## config.mk

```make
export PLATFORM = sky130hd
export DESIGN_NAME = pipeline_ctrl
export DESIGN_NICKNAME = d
export VERILOG_FILES = /design/src/rtl/pipeline_ctrl.sv
export SDC_FILE = /design/constraint.sdc
export NUM_CORES = 1
export LEC_CHECK = 0
export CAP_MARGIN = 0
export CORE_MARGIN = 3
export CORE_UTILIZATION = 45
export DETAILED_ROUTE_END_ITERATION = 10
export PLACE_DENSITY = 0.84
export SLEW_MARGIN = 15
export SYNTH_ARGS = -nofsm -noshare
export SYNTH_HDL_FRONTEND = slang
export SYNTH_SLANG_ARGS = --single-unit
```

## constraint.sdc

```tcl
create_clock -name clk -period 3.2 [get_ports clk]
set_clock_uncertainty 0.1 [all_clocks]
set_input_delay 0.64 -clock clk [delete_from_list [all_inputs] [get_ports clk]]
set_output_delay 0.64 -clock clk [all_outputs]
set_load 0.005 [all_outputs]
```

## src/rtl/pipeline_ctrl.sv

```systemverilog
// rtl/pipeline_ctrl.sv - pipeline sequencing controller for the 5-stage core
//
// Drives the IF/ID/EX stage-register clock enables and the squash/bubble
// controls around EX. Handles load-use hazards, iterative mul/div occupancy
// of EX, branch/jump redirects from EX and whole-pipe external stalls.
//
// Optional feature macro: PIPE_CTRL_PERF_EN (adds stall/flush counters).
//
// Parameters:
//   MD_TIMEOUT       cycles to wait in MD_WAIT for i_md_done before aborting
//   PERF_W           width of the performance counters (PIPE_CTRL_PERF_EN only)
//
// Ports:
//   clk, rst_n               clock; asynchronous active-low reset
//   i_ext_stall              data memory not ready, freezes the whole pipe
//   i_id_rs1/rs2             source registers of the instruction in ID
//   i_id_uses_rs1/rs2        ID instruction actually reads rs1/rs2
//   i_ex_mem_rd, i_ex_rd     EX instruction is a load / its destination
//   i_ex_flush               taken branch/jump resolved in EX
//   i_ex_muldiv              EX instruction is a multi-cycle mul/div
//   i_md_done                mul/div result valid (single-cycle pulse)
//   o_md_start               mul/div launch pulse
//   o_if_en/id_en/ex_en      stage register clock enables
//   o_if_id_flush            squash IF/ID contents
//   o_id_ex_bubble           load a NOP into ID/EX
//   o_pc_sel                 next PC comes from the EX jump address
//   o_md_timeout             sticky: mul/div never finished
//   o_state                  FSM state (debug)
//   o_perf_stall_cnt         cycles with o_if_en=0 (PIPE_CTRL_PERF_EN only)
//   o_perf_flush_cnt         cycles with o_if_id_flush=1 (PIPE_CTRL_PERF_EN only)

module pipeline_ctrl #(
    parameter int MD_TIMEOUT = 64,
    parameter int PERF_W     = 32
) (
    input  logic              clk,
    input  logic              rst_n,
    input  logic              i_ext_stall,
    input  logic [4:0]        i_id_rs1,
    input  logic [4:0]        i_id_rs2,
    input  logic              i_id_uses_rs1,
    input  logic              i_id_uses_rs2,
    input  logic              i_ex_mem_rd,
    input  logic [4:0]        i_ex_rd,
    input  logic              i_ex_flush,
    input  logic              i_ex_muldiv,
    input  logic              i_md_done,
    output logic              o_md_start,
    output logic              o_if_en,
    output logic              o_id_en,
    output logic              o_ex_en,
    output logic              o_if_id_flush,
    output logic              o_id_ex_bubble,
    output logic              o_pc_sel,
    output logic              o_md_timeout,
    output logic [1:0]        o_state
`ifdef PIPE_CTRL_PERF_EN
    ,
    output logic [PERF_W-1:0] o_perf_stall_cnt,
    output logic [PERF_W-1:0] o_perf_flush_cnt
`endif
);

    typedef enum logic [1:0] {
        ST_RUN        = 2'd0,
        ST_LOAD_STALL = 2'd1,
        ST_MD_WAIT    = 2'd2
    } state_t;

    localparam int CNT_W = (MD_TIMEOUT > 2) ? $clog2(MD_TIMEOUT) : 1;
    localparam logic [CNT_W-1:0] CNT_MAX = CNT_W'(MD_TIMEOUT - 1);

    state_t             state_q;
    state_t             state_d;
    logic               go_q;       // low during reset and the first cycle after it
    logic               done_q;     // i_md_done seen while still blocked by a stall
    logic [CNT_W-1:0]   cnt_q;
    logic               to_q;
    logic               cnt_clr;
    logic               to_set;
    logic               hz;

    assign hz = i_ex_mem_rd && (i_ex_rd != 5'd0) &&
                ((i_id_uses_rs1 && (i_id_rs1 == i_ex_rd)) ||
                 (i_id_uses_rs2 && (i_id_rs2 == i_ex_rd)));

    assign o_md_timeout = to_q;
    assign o_state      = state_q;

    always_comb begin
        o_md_start     = 1'b0;
        o_if_en        = 1'b0;
        o_id_en        = 1'b0;
        o_ex_en        = 1'b0;
        o_if_id_flush  = 1'b0;
        o_id_ex_bubble = 1'b0;
        o_pc_sel       = 1'b0;
        state_d        = state_q;
        cnt_clr        = 1'b0;
        to_set         = 1'b0;

        // Nothing is driven until the first edge after reset release, so the
        // stage registers see a clean, frozen pipe while reset settles.
        if (go_q) begin
            case (state_q)
                ST_LOAD_STALL: begin
                    if (!i_ext_stall) begin
                        o_if_en = 1'b1;
                        o_id_en = 1'b1;
                        o_ex_en = 1'b1;
                        state_d = ST_RUN;
                    end
                end
                ST_MD_WAIT: begin
                    if ((i_md_done || done_q) && !i_ext_stall) begin
                        o_if_en = 1'b1;
                        o_id_en = 1'b1;
                        o_ex_en = 1'b1;
                        state_d = ST_RUN;
                    end else if (cnt_q == CNT_MAX && !i_md_done && !done_q) begin
                        // Abort: release the pipe even if a stall is pending so
                        // the core cannot deadlock on a dead mul/div unit.
                        o_if_en = 1'b1;
                        o_id_en = 1'b1;
                        o_ex_en = 1'b1;
                        to_set  = 1'b1;
                        state_d = ST_RUN;
                    end
                end
                default: begin
                    // ST_RUN, and the unused encoding which behaves as RUN.
                    if (i_ext_stall) begin
                        state_d = ST_RUN;
                    end else if (i_ex_flush) begin
                        o_if_en        = 1'b1;
                        o_id_en        = 1'b1;
                        o_ex_en        = 1'b1;
                        o_pc_sel       = 1'b1;
                        o_if_id_flush  = 1'b1;
                        o_id_ex_bubble = 1'b1;
                        state_d        = ST_RUN;
                    end else if (i_ex_muldiv) begin
                        o_md_start = 1'b1;
                        cnt_clr    = 1'b1;
                        state_d    = ST_MD_WAIT;
                    end else if (hz) begin
                        o_ex_en        = 1'b1;
                        o_id_ex_bubble = 1'b1;
                        state_d        = ST_LOAD_STALL;
                    end else begin
                        o_if_en = 1'b1;
                        o_id_en = 1'b1;
                        o_ex_en = 1'b1;
                        state_d = ST_RUN;
                    end
                end
            endcase
        end
    end

    always_ff @(posedge clk or negedge rst_n) begin
        if (!rst_n) begin
            go_q    <= 1'b0;
            state_q <= ST_RUN;
            done_q  <= 1'b0;
            cnt_q   <= '0;
            to_q    <= 1'b0;
        end else begin
            go_q    <= 1'b1;
            state_q <= state_d;

            if (state_q == ST_MD_WAIT && state_d == ST_MD_WAIT) begin
                done_q <= done_q | i_md_done;
            end else begin
                done_q <= 1'b0;
            end

            // Counter holds at its limit so a done captured under a long
            // stall is not mistaken for a fresh wait after wrap-around.
            if (cnt_clr) begin
                cnt_q <= '0;
            end else if (state_q == ST_MD_WAIT && cnt_q != CNT_MAX) begin
                cnt_q <= cnt_q + CNT_W'(1);
            end

            if (to_set) begin
                to_q <= 1'b1;
            end
        end
    end

`ifdef PIPE_CTRL_PERF_EN
    always_ff @(posedge clk or negedge rst_n) begin
        if (!rst_n) begin
            o_perf_stall_cnt <= '0;
            o_perf_flush_cnt <= '0;
        end else begin
            if (go_q && !o_if_en && (o_perf_stall_cnt != {PERF_W{1'b1}})) begin
                o_perf_stall_cnt <= o_perf_stall_cnt + PERF_W'(1);
            end
            if (o_if_id_flush && (o_perf_flush_cnt != {PERF_W{1'b1}})) begin
                o_perf_flush_cnt <= o_perf_flush_cnt + PERF_W'(1);
            end
        end
    end
`endif

endmodule

```

==> results.txt <==
grt total ovfl -> 0
ys async rst share -> 100%
synth warn -> 0
antenna-violating nets left -> 0
initial antenna violation count -> 0
required time of the worst setup path -> 2460 ps
row count -> 14
Setup WS post-layout -> 73.8 ps
minimum clock period -> 3130 ps
Startpoint Class -> primary input
cell area after layout -> 1260 um2
vias -> 822
initial core utilization -> 50.6%
Max Slew Vio Count -> 0
Worst VDD drop -> 0.360 mV
gpl congestion -> 0.804
Buf/Inv on CP -> 2
largest cells by area after synthesis -> dfrtp_1, xor2_1, ha_1, nor2_1, xnor2_1
RSZ-0062 raised after global routing -> false
Final nets -> 158
Ports -> 34
Clk pwr share -> 22.5%
clock latency on the worst-skew pair -> 270 ps
pin count of the biggest net entering global routing -> 12
synth-to-layout area growth -> 54.8%
ratio of cells with drive above 1 in the final layout -> 13.8%
Critical Path Fanout Max -> 3
Total Power -> 421 uW
Chip Width -> 48.6 um
hpwl dp -> 1780 um
# diodes -> 0
CTS Hold Buffers Added -> 0
Via density -> 5.34
final setup vio count -> 0
Syn Inst Count -> 87
worst min path class -> reg2reg
switch share -> 31.0%
slowest cell on the critical path -> clkdlybuf4s50_1
post-synth top area cell -> dfrtp_1
worst hold slack -> 380 ps
clock root buffer master -> clkbuf_4
Flop pwr share -> 45.0%
FMAX -> 320 MHz
WP data arrival -> 2390 ps
Slew HR -> 66.8%
LEAKAGE -> 0.000548 uW
Reg clk slew, reported paths -> 60 ps
Tcrit/Tclk final -> 97.7%
CTS tree -> yes
Mapped Area -> 816 um2
cts bufs inserted -> 3
status -> completed
#FFs+latches synth -> 11
Int Pwr -> 291 uW
Critical Path Max Stage Delay -> 450 ps
Avg Inst Size Synth -> 9.38 um2
clk sinks -> 11
MaxCap Viol Count -> 0
Seq/Total Area, Yosys -> 33.7%
Die Footprint -> 2360 um2
crit path capture type -> primary output
CP top delay family -> buffers and inverters
pre-CTS setup slack -> -128 ps
Synth top area share -> 33.7%
GRT Total Usage -> 19.4%
kind of critical path -> in2out
Worst Tran Pin Value -> 497 ps
Die Ht -> 48.6 um
Mapped Nets -> 114
final hold violations -> 0
Post-synth EDFFs -> 0
routed length per instance -> 13.6 um
Residual DRC -> 0
CTS Buffer Depth -> 2
critical-path cell list -> clkdlybuf4s50_1 > xor2_1 > nor4_2 > a32oi_1 > o41a_1 > dlygate4sd2_1
Comb pwr share -> 32.5%
Synth cell types -> 35
Sw Pwr -> 131 uW
Top FF cell, synth -> dfrtp_1
first-pass GRT wire length -> 3570 um
Routed Wire Length -> 2100 um
DR iter-0 viols -> 8
Post CTS Setup Buffer Count -> 0
IO Port Bufs -> 33
core area -> 1610 um2
pwr dens -> 334 nW/um2
number of detailed-route iterations in the first pass -> 4
htree depth -> 1
vias in the first global route -> 839
dpl cell area -> 1220 um2
[routing by layer]
| metal | wire [um] | global-route usage, % | vias up |
|---|---|---|---|
| met5 | 0 | 0 | - |
| met4 | 47 | 9.95 | 0 |
| met3 | 118 | 4.91 | 7 |
| met2 | 1120 | 35.6 | 29 |
| met1 | 812 | 20.3 | 385 |
| li1 | - | - | 401 |
[flip-flops by register name (all words and copies together) (netlist names)]
signal and cells:
cnt_q 6, o_md_timeout 1, done_q 1, o_state 2
go_q 1
[kinds of logic after synthesis]
family	after synthesis	synth area share, %
AND/OR/NAND/NOR	29	23.0
AO/OA/AOI/OAI	21	17.8
XOR/XNOR	14	15.0
flip-flops	11	33.7
buffers and inverters	7	4.14
adder cells (fa/ha/maj)	3	4.60
other	1	0.460
multiplexers	1	1.23
[synth_stat cells (3+ instances only)]
master and instances:
a31oi_1 4, and2_1 3, dfrtp_1 11, ha_1 3, inv_1 5, nor2_1 7, o21ai_0 4, o21bai_1 3
xnor2_1 3, xor2_1 11
[worst register-to-register path: stages (launching register included)]
cell and delay (ps):
dfrtp_1 400, inv_1 60, ha_2 340, nand2_1 170, nor3b_4 260, buf_4 190
a21oi_1 60, nor4b_1 250
[final timing paths]
| path | to | cells past startpoint | start | slack [ps] |
|---|---|---|---|---|
| hold reg to reg | o_md_timeout$_DFFE_PN0P_ | 1 | o_md_timeout$_DFFE_PN0P_ | 380 |
| setup / recovery | o_id_en | 6 | i_ex_rd[2] | 70 |
| hold / removal | o_md_timeout$_DFFE_PN0P_ | 1 | o_md_timeout$_DFFE_PN0P_ | 380 |
| max in group asynchronous | cnt_q[1]$_DFFE_PN0P_ | 1 | rst_n | 2070 |
| min in group asynchronous | cnt_q[4]$_DFFE_PN0P_ | 1 | rst_n | 600 |
| setup reg to reg | done_q$_DFF_PN0_ | 7 | o_state[0]$_DFF_PN0_ | 1260 |
[cell usage in the layout (no fill, tap or decap), types with 3 or more instances in the layout]
cell type,n
clkbuf_4,3
xor2_1,11
nor2_1,7
and2_1,3
clkdlybuf4s50_1,29
dlygate4sd2_1,4
o21bai_1,3
dfrtp_1,11
xnor2_1,3
buf_4,8
inv_1,5
a31oi_1,3
o21ai_0,3
[layout make-up]
class                      count  area (um2)
sequential                    11         275
fill                         121         349
inverter                       5        18.8
multi-input combinational     69         527
tap                           24        30.0
clock buffer                   4        26.3
timing repair buffer          41         385
[metrics by stage]
stage,setup TNS [ps],utilization [%],instances
final,0,78.3,154
after global routing,0,78.3,154
after CTS,0,77.3,154
after detailed placement,-343,75.8,150
after global placement,-205,75.8,150
after floorplan,0,-,87
[timing repair]
item | in CTS | in global routing
pin swaps | 2 | 1
gates resized for setup | 6 | 3
setup endpoints to repair | 4 | 3
[power groups by stage]
stage,Sequential [uW],Combinational (uW),Clock [uW]
floorplan,186,69.4,0
global placement,190,131,0
finish,190,137,95.0
global route,194,150,106
CTS,190,136,99.5
detailed placement,191,139,0
Power figures use the tool's default switching activity.
